<file path="src/rtl/mux4_rr_arbiter_pkg.sv">
// Shared types and sizes for the 4-requester round-robin mux arbiter.
// Latency: none (declarations only).
// Backpressure: not applicable.
package mux4_arb_pkg;

  localparam int NUM_REQ = 4;
  localparam int SEL_W   = 2;
  localparam int CNT_W   = 4;

  typedef enum logic {
    IDLE  = 1'b0,
    GRANT = 1'b1
  } state_t;

  // One-hot grant vector for a requester index.
  function automatic logic [NUM_REQ-1:0] idx_onehot(input logic [SEL_W-1:0] idx);
    return NUM_REQ'(1) << idx;
  endfunction

endpackage

</file>
<file path="src/rtl/mux4_rr_arbiter_pick.sv">
// Rotating-priority picker: first set bit of req scanning ptr, ptr+1, ptr+2, ptr+3 (mod 4).
// Latency: purely combinational.
// Backpressure: not applicable; found=0 when req is all zero.
module rr_pick4
  import mux4_arb_pkg::*;
(
  input  logic [NUM_REQ-1:0] req,
  input  logic [SEL_W-1:0]   ptr,
  output logic [SEL_W-1:0]   idx,
  output logic               found
);

  logic [SEL_W-1:0] cand;

  // Scan from the farthest offset down so the nearest set bit to ptr wins.
  always_comb begin
    idx   = '0;
    found = 1'b0;
    cand  = '0;
    for (int k = NUM_REQ - 1; k >= 0; k--) begin
      cand = ptr + SEL_W'(k);
      if (req[cand]) begin
        idx   = cand;
        found = 1'b1;
      end
    end
  end

endmodule

</file>
<file path="src/rtl/mux4_rr_arbiter.sv">
// Round-robin arbiter sharing one 4:1 data mux, with bounded grant tenure; MUX4_ARB_LOCK_EN adds a lock input.
// Latency: grant registered 1 cycle after req; out_valid/out_data combinational from the registered select.
// Backpressure: out_ready low stalls the owner with data held; tenure counts only accepted transfers.
module mux4_rr_arbiter
  import mux4_arb_pkg::*;
#(
  parameter int DW       = 8,
  parameter int MAX_HOLD = 4
) (
  input  logic                clk,
  input  logic                rst,
  input  logic [NUM_REQ-1:0]  req,
  input  logic [DW-1:0]       in0,
  input  logic [DW-1:0]       in1,
  input  logic [DW-1:0]       in2,
  input  logic [DW-1:0]       in3,
`ifdef MUX4_ARB_LOCK_EN
  input  logic                lock,
`endif
  input  logic                out_ready,
  output logic                out_valid,
  output logic [DW-1:0]       out_data,
  output logic [NUM_REQ-1:0]  gnt,
  output logic                s0,
  output logic                s1,
  output logic                busy
);

  localparam logic [CNT_W-1:0] CNT_MAX = CNT_W'(MAX_HOLD - 1);

  state_t             state_q, state_d;
  logic [SEL_W-1:0]   owner_q, owner_d;
  logic [SEL_W-1:0]   ptr_q, ptr_d;
  logic [CNT_W-1:0]   cnt_q, cnt_d;
  logic [NUM_REQ-1:0] gnt_q, gnt_d;
  logic [SEL_W-1:0]   sel_q, sel_d;

  logic [NUM_REQ-1:0] pick_req;
  logic [SEL_W-1:0]   pick_ptr;
  logic [SEL_W-1:0]   pick_idx;
  logic               pick_found;

  logic               lock_on;
  logic               xfer;
  logic               others_wait;
  logic               rel_drop;
  logic               rel_tenure;

`ifdef MUX4_ARB_LOCK_EN
  assign lock_on = lock;
`else
  assign lock_on = 1'b0;
`endif

  assign out_valid   = (state_q == GRANT) && req[owner_q];
  assign xfer        = out_valid && out_ready;
  assign others_wait = |(req & ~gnt_q);
  assign rel_drop    = !req[owner_q];
  assign rel_tenure  = xfer && (cnt_q == CNT_MAX) && others_wait && !lock_on;

  // One picker serves both the idle pick and the handover pick on release.
  always_comb begin
    pick_req = req;
    pick_ptr = ptr_q;
    if (state_q == GRANT) begin
      pick_req = req & ~gnt_q;
      pick_ptr = owner_q + SEL_W'(1);
    end
  end

  rr_pick4 u_pick (
    .req   (pick_req),
    .ptr   (pick_ptr),
    .idx   (pick_idx),
    .found (pick_found)
  );

  // Next-state: grant on request, count transfers, hand over or go idle on release.
  always_comb begin
    state_d = state_q;
    owner_d = owner_q;
    ptr_d   = ptr_q;
    cnt_d   = cnt_q;
    gnt_d   = gnt_q;
    sel_d   = sel_q;
    case (state_q)
      IDLE: begin
        if (|req) begin
          state_d = GRANT;
          owner_d = pick_idx;
          gnt_d   = idx_onehot(pick_idx);
          sel_d   = pick_idx;
          cnt_d   = '0;
        end
      end
      GRANT: begin
        if (xfer && (cnt_q != CNT_MAX)) begin
          cnt_d = cnt_q + CNT_W'(1);
        end
        if (rel_drop || rel_tenure) begin
          ptr_d = owner_q + SEL_W'(1);
          if (pick_found) begin
            owner_d = pick_idx;
            gnt_d   = idx_onehot(pick_idx);
            sel_d   = pick_idx;
            cnt_d   = '0;
          end else begin
            // Select keeps its last value so out_data does not glitch when idle.
            state_d = IDLE;
            gnt_d   = '0;
            cnt_d   = '0;
          end
        end
      end
      default: begin
        state_d = IDLE;
        gnt_d   = '0;
      end
    endcase
  end

  // State registers with synchronous reset.
  always_ff @(posedge clk) begin
    if (rst) begin
      state_q <= IDLE;
      owner_q <= '0;
      ptr_q   <= '0;
      cnt_q   <= '0;
      gnt_q   <= '0;
      sel_q   <= '0;
    end else begin
      state_q <= state_d;
      owner_q <= owner_d;
      ptr_q   <= ptr_d;
      cnt_q   <= cnt_d;
      gnt_q   <= gnt_d;
      sel_q   <= sel_d;
    end
  end

  // Data path: 4:1 mux driven by the registered select.
  always_comb begin
    out_data = in0;
    case (sel_q)
      2'd0:    out_data = in0;
      2'd1:    out_data = in1;
      2'd2:    out_data = in2;
      default: out_data = in3;
    endcase
  end

  assign gnt  = gnt_q;
  assign s1   = sel_q[1];
  assign s0   = sel_q[0];
  assign busy = (state_q == GRANT);

endmodule

</file>
<file path="config.mk">
export PLATFORM = sky130hd
export DESIGN_NAME = mux4_rr_arbiter
export DESIGN_NICKNAME = d
export VERILOG_FILES = /design/src/rtl/mux4_rr_arbiter_pkg.sv /design/src/rtl/mux4_rr_arbiter_pick.sv /design/src/rtl/mux4_rr_arbiter.sv
export SDC_FILE = /design/constraint.sdc
export NUM_CORES = 1
export LEC_CHECK = 0
export CORE_UTILIZATION = 45
export DETAILED_ROUTE_END_ITERATION = 7
export DONT_BUFFER_PORTS = 1
export GPL_TIMING_DRIVEN = 0
export SLEW_MARGIN = 20
export SYNTH_ARGS = -nofsm -noshare
export SYNTH_HDL_FRONTEND = slang
export SYNTH_SLANG_ARGS = --single-unit
</file>
<file path="constraint.sdc">
create_clock -name clk -period 2.8 [get_ports clk]
set_input_delay 0.42 -clock clk [delete_from_list [all_inputs] [get_ports clk]]
set_output_delay 0.42 -clock clk [all_outputs]
set_load 0.03 [all_outputs]
</file>
* Word-level counts from Yosys, hierarchy flattened
Index checks and enable logic that the tools add are counted.
** Storage, ports and cells
- Register bits :: 13
- Bits in latches :: 0
- Bits in writable memories :: 0
- ROM bits :: 0
- Input port bits :: 39
- Output and inout port bits :: 16
- Logic and storage cells :: 78
- Memories :: 0
** Operators by class
- Add/subtract/negate cells :: 5
- Multiply operators :: 0
- Divide/modulo/power cells :: 0
- Order comparisons :: 5
- Equality and inequality tests :: 8
- Shift operators :: 1
- Multiplexer cells :: 37
- Bitwise gates (word level) :: 3
- Reduce and logical (&&, ||, !) cells :: 14
** Operators by type and width (count)
- 4-bit two-way mux :: 7
- 8-bit one-hot mux with 3 select lines :: 1
- 2-bit two-way mux :: 8
- 4-bit one-hot mux with 2 select lines :: 2
- 2-bit by 3-bit < comparator with 1-bit output (second input constant) :: 5
- 1-bit two-way mux :: 12
- 1-bit binary-select mux with 2-bit select :: 5
- 4-bit OR reduction :: 2
- 2-bit AND reduction :: 3
- 1-bit logical AND :: 5
- 2-bit by 1-bit adder with 2-bit output (second input constant) :: 2
- 2-bit adder (second input constant) :: 2
- 4-bit by 1-bit adder with 4-bit output (second input constant) :: 1
- 4-bit AND :: 1
- 4-bit by 2-bit == test with 1-bit output (second input constant) :: 1
- 2-bit by 1-bit inequality test with 1-bit output (second input constant) :: 2
- 4-bit by 2-bit inequality test with 1-bit output (second input constant) :: 1
- 4-bit inverter :: 1
- 2-bit one-hot mux with 2 select lines :: 1
- 1-bit by 2-bit << shifter with 4-bit output (first input constant) :: 1
- 3-bit by 1-bit inequality test with 1-bit output (second input constant) :: 1
- 3-bit AND reduction :: 1
- 2-bit by 1-bit == test with 1-bit output (second input constant) :: 1
- 2-bit == test (second input constant) :: 1
- 6 further kinds :: 6

* Logic depth before layout (Yosys ltp)
Gate-level depths: netlist (run 1).
- Depth in word-level cells :: 13
- Mapped depth :: 8
- Depth with buffers taken out :: 8

* By module
From an unflattened synthesis (run 1), not the netlist that was laid out.
** Unflattened totals
- Cells, all modules :: 131
- Area total of the unflattened synthesis :: 1096.1 um^2
** By module, submodules not included
- mux4_rr_arbiter :: times used 1, cells each 118, area an instance 1018.5 um^2, seq. area each 260.2 um^2
- rr_pick4 :: times used 1, cells each 13, area an instance 77.6 um^2, seq. area each 0.0 um^2

* Least setup slack after synthesis (run 1)
Ideal clock, no wire load.
- Path type :: reg-to-reg
- Start point :: reg, netlist name sel_q[0]
- End point :: reg gnt_q[1] (netlist: gnt[1])
- Library setup time :: 0.071 ns
- Arrival time :: 2.259 ns
- Data required time :: 2.729 ns
- Setup slack :: 0.471 ns
- Stages on the path, launching flop included :: 9
- Buffers on the path :: 0
- Period minus slack after synthesis :: 2.329 ns
- Cells stage by stage :: dfxtp_1 -> inv_1 -> ha_1 -> mux2_2 -> nor2_1 -> a211oi_2 -> nor3_2 -> or3b_1 -> a21oi_1
** RTL lines
- end signal: assignment :: RTL line mux4_rr_arbiter.sv:136 : gnt_q <= gnt_d;
- end: declaration :: RTL line mux4_rr_arbiter.sv:35 : logic [NUM_REQ-1:0] gnt_q, gnt_d;

* Worst setup path in the final report (run 1)
- Start point :: reg sel_q[1]
- End point :: out out_data[3]
** On the way
- Cells in the longest elaborated chain, start to end :: 2
- Elaborated cells between the ends (all ways) :: 4
- Those cells by class :: eq/ne: 2; mux: 1; reduce/logical: 1
** Ends and longest elaborated chain
- start: declaration :: RTL line mux4_rr_arbiter.sv:36 : logic [SEL_W-1:0] sel_q, sel_d;
- start signal: assignment :: RTL line mux4_rr_arbiter.sv:137 : sel_q <= sel_d;
- 2-bit == test, or another cell as far along :: RTL line mux4_rr_arbiter.sv:144 : case (sel_q)
- 8-bit one-hot mux with 3 select lines (*) :: RTL line mux4_rr_arbiter.sv:144
- end: declaration :: RTL line mux4_rr_arbiter.sv:22 : output logic [DW-1:0] out_data,
Mark *: on every way between the ends. The rest lies on a longest branch, timed or not.

==> results of run 1 <==
==> routing by layer <==
metal	vias to the layer above	global-route usage
li1	496	-
met3	5	0.0263
met2	44	0.364
met5	-	0
met1	444	0.229
met4	0	0.0811
==> power groups by stage <==
stage | Sequential, W | Combinational [W] | Clock [W]
final | 0.000252 | 0.000293 | 0.000121
after global routing | 0.000255 | 0.000319 | 0.000134
after CTS | 0.000252 | 0.000288 | 0.000125
after detailed placement | 0.000256 | 0.000286 | 0
after global placement | 0.000256 | 0.000279 | 0
after floorplan | 0.000249 | 0.000251 | 0
==> state kept, by name, summed over array words and instances (netlist names) <==
| name | cells |
|---|---|
| cnt_q | 4 |
| gnt | 4 |
| ptr_q | 2 |
| sel_q | 2 |
| busy | 1 |
==> per-stage QoR <==
step           instance area, sq um  instances  TNS [ns]   util  hold slack [ns]
2_1_floorplan                  1100        133         0      -            0.478
3_3_place_gp                   1140        161         0  0.504            0.494
3_5_place_dp                   1140        161         0  0.504            0.501
4_1_cts                        1160        165         0  0.516            0.376
5_1_grt                        1180        165    -0.185  0.522            0.393
6_report                       1180        165         0  0.522            0.387
==> worst register-to-register path, cell delays in order (launching register included) <==
cell and delay, ns:
dfxtp_1 0.67, inv_1 0.13, ha_1 0.37, mux2_2 0.32, nor2_1 0.18, a211oi_2 0.07
nor3_2 0.26, or3b_1 0.38, a21oi_1 0.13
==> cells in the mapped netlist (all sizes together) <==
library cell	instances	share of area
nand2b	5	0.028
nor3	4	0.027
o21ai	4	0.018
o21a	1	0.0068
o22ai	1	0.011
nand4bb	1	0.010
nand2	12	0.043
mux2i	13	0.13
buf	2	0.015
a41oi	1	0.0079
a21boi	1	0.0068
and2	1	0.0057
a21oi	7	0.032
a211oi	3	0.030
xnor2	1	0.0079
xor2	2	0.016
nand4	1	0.0057
ha	5	0.057
nor4	2	0.017
or2b	2	0.014
dfxtp	13	0.24
and4	1	0.0079
a21bo	2	0.018
clkbuf	5	0.017
o22a	1	0.0079
or3b	2	0.016
nand3b	2	0.014
or4	2	0.014
inv	13	0.044
o31ai	1	0.0068
a222oi	8	0.073
a21o	1	0.0068
mux2	1	0.010
nor2	12	0.041
==> cell type report <==
cell class                 instances  area share
inverter                          13      0.0415
multi-input combinational        100       0.654
buffer                             7      0.0298
clock buffer                       4      0.0223
sequential                        13       0.222
tap                               28      0.0298
==> kinds of logic (layout without fill, tap and decap cells) <==
kind of cell,after synthesis,in the layout,share of synthesized area
multiplexers,14,14,0.140
buffers and inverters,20,24,0.0760
flip-flops,13,13,0.236
adder cells (fa/ha/maj),5,5,0.0568
AO/OA/AOI/OAI,31,31,0.225
AND/OR/NAND/NOR,47,47,0.243
XOR/XNOR,3,3,0.0238
==> repair_timing <==
action | 4_1_cts | 5_1_grt
endpoints found under the hold margin | 0 | 0
gates resized for setup | 0 | 4
buffers inserted | 0 | 0
setup endpoints to repair | 0 | 10
==> worst paths after layout <==
| path | cells past startpoint | from | endpoint |
|---|---|---|---|
| setup reg to reg | 8 | sel_q[1]$_SDFFE_PP0P_ | gnt[1]$_SDFFE_PP0P_ |
| setup / recovery | 3 | sel_q[1]$_SDFFE_PP0P_ | out_data[3] |
| hold reg to reg | 2 | cnt_q[1]$_SDFFE_PP0P_ | cnt_q[1]$_SDFFE_PP0P_ |
| hold / removal | 2 | rst | cnt_q[3]$_SDFFE_PP0P_ |
==> reports/results.tsv, run 1 <==
stage	metric	value	unit
power_and_ir_drop	p_per_area	566	nW/um^2
global_route	grt_pass1_wl	3900	um
timing	fmax	361	MHz
timing	setup_slack	0.0292	ns
clock_network	clock-sinks	13	
die	core	2250	sq um
die	rows	17	
timing	setup_violations	0	
cells_and_area	layout.cells.most_common	inv_1	
cells_and_area	diodes	0	
power_and_ir_drop	finalPower	0.000666	W
routing	ant_nets	0	
clock_network	cts_tree	built	
timing	final_hold_viol_count	0	
placement	place.port_buffers	0	
power_and_ir_drop	power_leakage	0.465	nW
setup_path	critPathTopFamily	multiplexers	
setup_path	path_max_fanout	8	
power_and_ir_drop	clkPwrFrac	0.182	
placement	dp_slack	0.164	ns
cells_and_area	syn_to_final_growth	6.70	%
setup_path	cpPeakStageDelay	0.68	ns
worst_hold_path	min_path_type	in -> reg	
setup_path	critical_path_arrival	2.35	ns
power_and_ir_drop	cellInternalPower	0.000362	W
cells_and_area	drive_gt1_frac	0.146	
synthesis	synth_cell_types	40	
cells_and_area	seqCellArea	262	sq um
synthesis	ys_ff_latch	13	
clock_network	clk_latency	0.28	ns
cells_and_area	multi_input_area	769	sq um
timing	fin_skew	0.0118	ns
power_and_ir_drop	p_comb_frac	0.439	
global_route	antenna_found_initial	0	
timing	tightest_slew	0.697	ns
routing	met1_length	1140	um
setup_path	critPathLaunchType	register	
setup_path	critPathRequiredTime	2.38	ns
routing	vias	989	
synthesis	yosysWarnings	0	
clock_network	clockBufferDepth	2	
power_and_ir_drop	seqPwrFrac	0.378	
setup_path	worstSetupPathType	reg -> out	
synthesis	syn-num-nets	177	
timing	post-route-min-period	2.77	ns
placement	dp_hpwl	2080	um
global_route	grt_max_degree	11	
global_route	first_global_vias	904	
power_and_ir_drop	switching_share	0.457	
clock_network	clk_pin_slew	0.09	ns
routing	wl_met3	153	um
clock_network	cts_max_level	1	
setup_path	path_buf_inv	1	
setup_path	ff2ff_setup_slack	0.23	ns
routing	drcViolationCount	0	
routing	drt_pass1_iterations	5	
timing	rsz0062_at_grt	yes	
power_and_ir_drop	switchingPower	0.000304	W
cells_and_area	layout.nets	182	
synthesis	postSynthAreaPerCell	8.29	sq um
synthesis	netlist_instances	133	
routing	wl_met2	1270	um
routing	wl	2600	um
cells_and_area	nFillCells	225	
routing	vias_per_cell	5.99	
die	die_area	2650	sq um
die	ioPinCount	55	
timing	min_period_over_period	0.990	
global_route	gr-total-overflow	0	
clock_network	cts-root-buf	clkbuf_4	
die	die_y	51.5	um
die	initial_utilization	0.489	
setup_path	worstPathCellList	ha_1, clkbuf_1, mux2i_1	
flow_run	drv_cap	0	
run_status	status	completed	
global_route	grt_usage	0.199	
power_and_ir_drop	ir_worst_vdd	0.356	mV
clock_network	numCtsBuffers	3	
synthesis	seq_area_frac_synth	0.236	
setup_path	cp_slowest_cell	mux2i_1	
routing	drt_iter0_markers	27	
die	die_x	51.5	um
placement	place.gp.congestion	0.798	
routing	avgRoutedWirePerCell	15.7	um
synthesis	syn_area	1100	sq um
cells_and_area	final_cell_mix	13 x inv_1, 12 x nor2_1, 12 x dfxtp_1, 11 x nand2_1, 9 x mux2i_1	
timing	slew_headroom	0.522	
timing	slew_violations	0	
routing	top_layer_used	met4	
clock_network	postCtsHoldBufs	0	
setup_path	cp-end-kind	primary output	
Note: power is estimated with default switching activity, not from simulation.
==> run 2: changes to the inputs <==
--- a/config.mk
+++ b/config.mk
@@ -7,3 +7,5 @@
 export LEC_CHECK = 0
-export CORE_UTILIZATION = 45
+export CELL_PAD_IN_SITES_DETAIL_PLACEMENT = 0
+export CELL_PAD_IN_SITES_GLOBAL_PLACEMENT = 1
+export CORE_UTILIZATION = 43
 export DETAILED_ROUTE_END_ITERATION = 7
@@ -11,2 +13,4 @@
 export GPL_TIMING_DRIVEN = 0
+export PLACE_DENSITY_LB_ADDON = 0.1
+export SETUP_SLACK_MARGIN = 0.2
 export SLEW_MARGIN = 20
--- a/constraint.sdc
+++ b/constraint.sdc
@@ -3,2 +3,2 @@
 set_output_delay 0.42 -clock clk [all_outputs]
-set_load 0.03 [all_outputs]
+set_load 0.02 [all_outputs]
==> run 2 against run 1 <==
Largest power group unchanged. Non-clock buffer count unchanged. Critical path depth rose by 5. First-iteration DRC count rose by 33%. Global-route usage is 1.0 points lower. Worst setup slack improved by 0.39 ns. Critical path type is now reg -> reg.
==> reports/results.tsv, run 2 (same netlist as run 1, synthesis figures left out) <==
stage	metric	value	unit
clock_network	cts_tree	built	
timing	setup-tns-final	0	ns
power_and_ir_drop	switching_share	0.430	
cells_and_area	nFillCells	241	
power_and_ir_drop	ir_worst_vdd	0.236	mV
timing	min_period_over_period	0.850	
placement	place.port_buffers	0	
clock_network	clk_latency	0.28	ns
timing	slew_violations	0	
run_status	status	completed	
power_and_ir_drop	power_leakage	0.459	nW
worst_hold_path	min_path_type	in -> reg	
timing	final_hold_viol_count	0	
cells_and_area	multi_input_area	758	sq um
placement	dp_hpwl	2090	um
routing	wl	2640	um
die	die_area	2770	sq um
global_route	grt_max_degree	11	
cells_and_area	seqCellArea	263	sq um
die	die_x	52.6	um
global_route	grt_usage	0.188	
cells_and_area	final_cell_mix	13 x inv_1, 12 x mux2i_1, 12 x nor2_1, 11 x nand2_1, 11 x dfxtp_1	
placement	dp_cells	161	
routing	ant_nets	0	
clock_network	clk_pin_slew	0.08	ns
cells_and_area	final_cells	165	
clock_network	clock-sinks	13	
cells_and_area	syn_to_final_growth	5.79	%
cells_and_area	layout.cells.most_common	inv_1	
timing	tightest_slew	0.508	ns
routing	drt_iter0_markers	36	
global_route	first_global_vias	899	
clock_network	clockBufferDepth	2	
placement	dp_slack	0.262	ns
timing	rsz0062_at_grt	no	
clock_network	post_cts_buffers	0	
clock_network	cts_resized	0	
power_and_ir_drop	p_per_area	538	nW/um^2
die	core	2320	sq um
setup_path	cp-end-kind	register	
global_route	grt_pass1_wl	3840	um
power_and_ir_drop	cellInternalPower	0.000358	W
routing	drt_pass1_iterations	5	
timing	setup_slack	0.421	ns
setup_path	critical_path_arrival	2.59	ns
cells_and_area	diodes	0	
clock_network	postCtsHoldBufs	0	
global_route	gr-total-overflow	0	
flow_run	drv_cap	0	
power_and_ir_drop	switchingPower	0.000270	W
power_and_ir_drop	seqPwrFrac	0.387	
clock_network	cts_max_level	1	
timing	post-route-min-period	2.38	ns
routing	avgRoutedWirePerCell	16.0	um
cells_and_area	fin_util	0.503	
timing	setup_violations	0	
power_and_ir_drop	finalPower	0.000627	W
global_route	antenna_found_initial	0	
timing	fin_skew	0.000877	ns
routing	drcViolationCount	0	
timing	slew_headroom	0.652	
setup_path	path_max_fanout	8	
routing	vias	1004	
die	ioPinCount	55	
setup_path	critPathLaunchType	register	
setup_path	worstSetupPathType	reg -> reg	
cells_and_area	layout.nets	182	
power_and_ir_drop	clkPwrFrac	0.193	
timing	fmax	420	MHz
setup_path	critPathRequiredTime	3.02	ns
die	rows	17	
die	initial_utilization	0.475	
placement	place.gp.congestion	0.827	
die	die_y	52.6	um
power_and_ir_drop	p_comb_frac	0.420	
clock_network	numCtsBuffers	3	
cells_and_area	drive_gt1_frac	0.131	
clock_network	cts-root-buf	clkbuf_4	
routing	vias_per_cell	6.08	
==> run 2: changes by cell type in the layout (fill, tap and decap cells not counted) <==
| cell | before | now |
|---|---|---|
| mux2i_1 | 9 | 12 |
| dfxtp_1 | 12 | 11 |
| dfxtp_2 | 1 | 2 |
| mux2i_2 | 3 | 0 |
==> run 2: cell type report <==
class	instances	share of cell area
buffer	7	0.0300
clock buffer	4	0.0225
inverter	13	0.0418
multi-input combinational	100	0.650
tap	28	0.0300
sequential	13	0.225
==> run 2: through the flow <==
stage          instance area, sq um  hold slack, ns
2_1_floorplan                  1100           0.478
3_3_place_gp                   1140           0.493
3_5_place_dp                   1140           0.501
4_1_cts                        1160           0.377
5_1_grt                        1170           0.387
6_report                       1170           0.379
==> run 2: final timing paths <==
kind                                       startpoint                     to  slack [ns]  depth (start not counted)
worst max-delay path            sel_q[0]$_SDFFE_PP0P_    gnt[1]$_SDFFE_PP0P_        0.42                          8
worst min-delay path                              rst  cnt_q[0]$_SDFFE_PP0P_        0.38                          2
worst max register to register  sel_q[0]$_SDFFE_PP0P_    gnt[1]$_SDFFE_PP0P_        0.42                          8
worst min register to register  cnt_q[1]$_SDFFE_PP0P_  cnt_q[1]$_SDFFE_PP0P_        0.51                          2
==> run 2: power groups by stage <==
stage / sequential (W) / clock (W) / combinational, W
5_1_grt: 0.000248 / 0.000132 / 0.000289
3_5_place_dp: 0.000247 / 0 / 0.000263
6_report: 0.000243 / 0.000121 / 0.000263
4_1_cts: 0.000242 / 0.000125 / 0.000265
3_3_place_gp: 0.000246 / 0 / 0.000258
2_1_floorplan: 0.000239 / 0 / 0.000226
==> run 2: per-layer routing <==
metal | share of wire | global-route usage
met1 | 0.42 | 0.214
met2 | 0.49 | 0.329
met3 | 0.080 | 0.0464
met4 | 0.0080 | 0.0789
met5 | 0 | 0
==> run 2: worst max-delay path: stages (launching register included) <==
cell	delay, ns
dfxtp_2	0.48
inv_1	0.13
ha_1	0.37
mux2_2	0.32
nor2_1	0.16
a211oi_2	0.07
nor3_2	0.28
or3b_1	0.39
a21oi_1	0.12
==> run 3: changes to the inputs <==
clock period = 2.2 ns   (was 2.8 ns; I/O delays follow)
==> run 3 against run 2 <==
Critical path depth unchanged. Wire length rose by 11%. Worst hold slack worse by 0.099 ns.
==> reports/results.tsv, run 3 (same netlist as run 1, synthesis figures left out) <==
stage	metric	value	unit
power_and_ir_drop	p_per_area	690	nW/um^2
timing	min_period_over_period	0.932	
clock_network	clockBufferDepth	2	
clock_network	postCtsHoldBufs	0	
power_and_ir_drop	ir_worst_vdd	0.504	mV
timing	rsz0062_at_grt	yes	
cells_and_area	diodes	0	
routing	wl	2930	um
setup_path	critical_path_arrival	2.27	ns
clock_network	clock-sinks	13	
setup_path	ff2ff_setup_slack	0.15	ns
setup_path	worstPathCellList	inv_4, ha_4, mux2i_4, nor2_1, a211oi_2, nor3_2, or4_1, a21oi_1	
setup_path	rr_worst_depth	8	
setup_path	path_buf_inv	1	
clock_network	clk_pin_slew	0.09	ns
setup_path	worstSetupPathType	reg -> reg	
timing	final_hold_viol_count	0	
timing	slew_headroom	0.675	
die	ioPinCount	55	
placement	place.port_buffers	0	
timing	fin_skew	0.00833	ns
routing	drt_iter0_markers	38	
routing	vias	1059	
clock_network	cts_max_level	1	
cells_and_area	drive_gt1_frac	0.305	
power_and_ir_drop	power_leakage	0.527	nW
timing	fmax	488	MHz
die	core	2320	sq um
global_route	gr-total-overflow	0	
setup_path	worstReg2RegStart	sel_q[0]$_SDFFE_PP0P_	
setup_path	cp_slowest_cell	or4_1	
timing	holdWs	0.279	ns
worst_hold_path	holdPathEnd	cnt_q[0]$_SDFFE_PP0P_	
global_route	grt_pass1_wl	4560	um
timing	setup_violations	0	
routing	ant_nets	0	
cells_and_area	fin_util	0.575	
cells_and_area	layout.nets	186	
global_route	grt_usage	0.225	
routing	vias_per_cell	6.27	
clock_network	numCtsBuffers	3	
timing	post-route-min-period	2.05	ns
placement	placed_area	1160	sq um
timing	slew_violations	0	
clock_network	cts-root-buf	clkbuf_4	
cells_and_area	stdcell_area	1330	sq um
die	die_y	52.6	um
die	rows	17	
routing	drt_pass1_iterations	4	
setup_path	critPathLaunchType	register	
clock_network	clk_latency	0.28	ns
routing	avgRoutedWirePerCell	17.3	um
run_status	status	completed	
timing	tightest_slew	0.482	ns
setup_path	cp-end-kind	register	
worst_hold_path	min_from	rst	
die	die_area	2770	sq um
placement	place.gp.congestion	0.870	
placement	dp_hpwl	2130	um
clock_network	cts_tree	built	
die	die_x	52.6	um
setup_path	critPathRequiredTime	2.42	ns
setup_path	path_max_fanout	8	
cells_and_area	syn_to_final_growth	21.0	%
setup_path	worstReg2RegEnd	gnt[0]$_SDFFE_PP0P_	
global_route	grt_max_degree	11	
worst_hold_path	min_path_type	in -> reg	
flow_run	drv_cap	0	
setup_path	cpPeakStageDelay	0.49	ns
worst_hold_path	whs_path_depth	2	
global_route	antenna_found_initial	0	
setup_path	critPathTopFamily	simple AND/OR/NAND/NOR gates	
cells_and_area	final_cell_mix	11 x inv_1, 11 x nor2_1, 11 x nand2_1, 10 x dfxtp_1	
routing	drcViolationCount	0	
global_route	first_global_vias	996	
timing	setup-tns-final	0	ns
die	initial_utilization	0.475	
## run 3: stage by stage
stage          power, W  setup WS [ns]  std cells
3_5_place_dp   0.000668        -0.0472        161
6_report       0.000920          0.149        169
5_1_grt        0.000974         0.0458        169
4_1_cts        0.000898          0.133        167
3_3_place_gp   0.000654      -0.000234        161
2_1_floorplan  0.000605          0.242        133
## run 3: timing repair
item                       CTS  global route
hold endpoints to repair     0             0
pin swaps                    7             8
setup endpoints to repair   14            15
buffers inserted             3             2
resized for setup           27             4
## run 3: how the worst max path moves through the flow
stage	from	to	cells past startpoint
2_1_floorplan	sel_q[0]$_SDFFE_PP0P_	gnt[1]$_SDFFE_PP0P_	8
4_1_cts	sel_q[0]$_SDFFE_PP0P_	out_data[4]	5
3_5_place_dp	busy$_SDFF_PP0_	gnt[2]$_SDFFE_PP0P_	6
5_1_grt	sel_q[0]$_SDFFE_PP0P_	gnt[2]$_SDFFE_PP0P_	8
6_report	sel_q[0]$_SDFFE_PP0P_	gnt[0]$_SDFFE_PP0P_	8
3_3_place_gp	busy$_SDFF_PP0_	gnt[2]$_SDFFE_PP0P_	6
## run 3: where the power goes
| group | leakage, nW | internal [W] | switching [W] |
|---|---|---|---|
| sequential | 0.108 | 0.000259 | 0.0000571 |
| combinational | 0.404 | 0.000203 | 0.000245 |
| clock | 0.0150 | 0.0000704 | 0.0000851 |
## run 3: area by class of cell
class	instances	area, sq um
fillers	220	985
multi-input cells	100	855
flip-flops and latches	13	269
plain buffers	6	57.6
inverters	13	53.8
repair buffers	5	37.5
well taps	28	35.0
clock buffers	4	26.3
## run 3: layer usage
| metal | up-vias | global-route usage | wire length (um) |
|---|---|---|---|
| met5 | - | 0 | 0 |
| met3 | 5 | 0.0435 | 193 |
| met2 | 52 | 0.407 | 1530 |
| met1 | 500 | 0.262 | 1180 |
| met4 | 0 | 0.0658 | 28 |
| li1 | 502 | - | - |
## run 3: worst reg2reg max path, stage by stage, from the launching register on
cell and delay (ns):
dfxtp_4 0.45, inv_4 0.08, ha_4 0.26, mux2i_4 0.20
nor2_1 0.10, a211oi_2 0.20, nor3_2 0.10, or4_1 0.49
a21oi_1 0.13
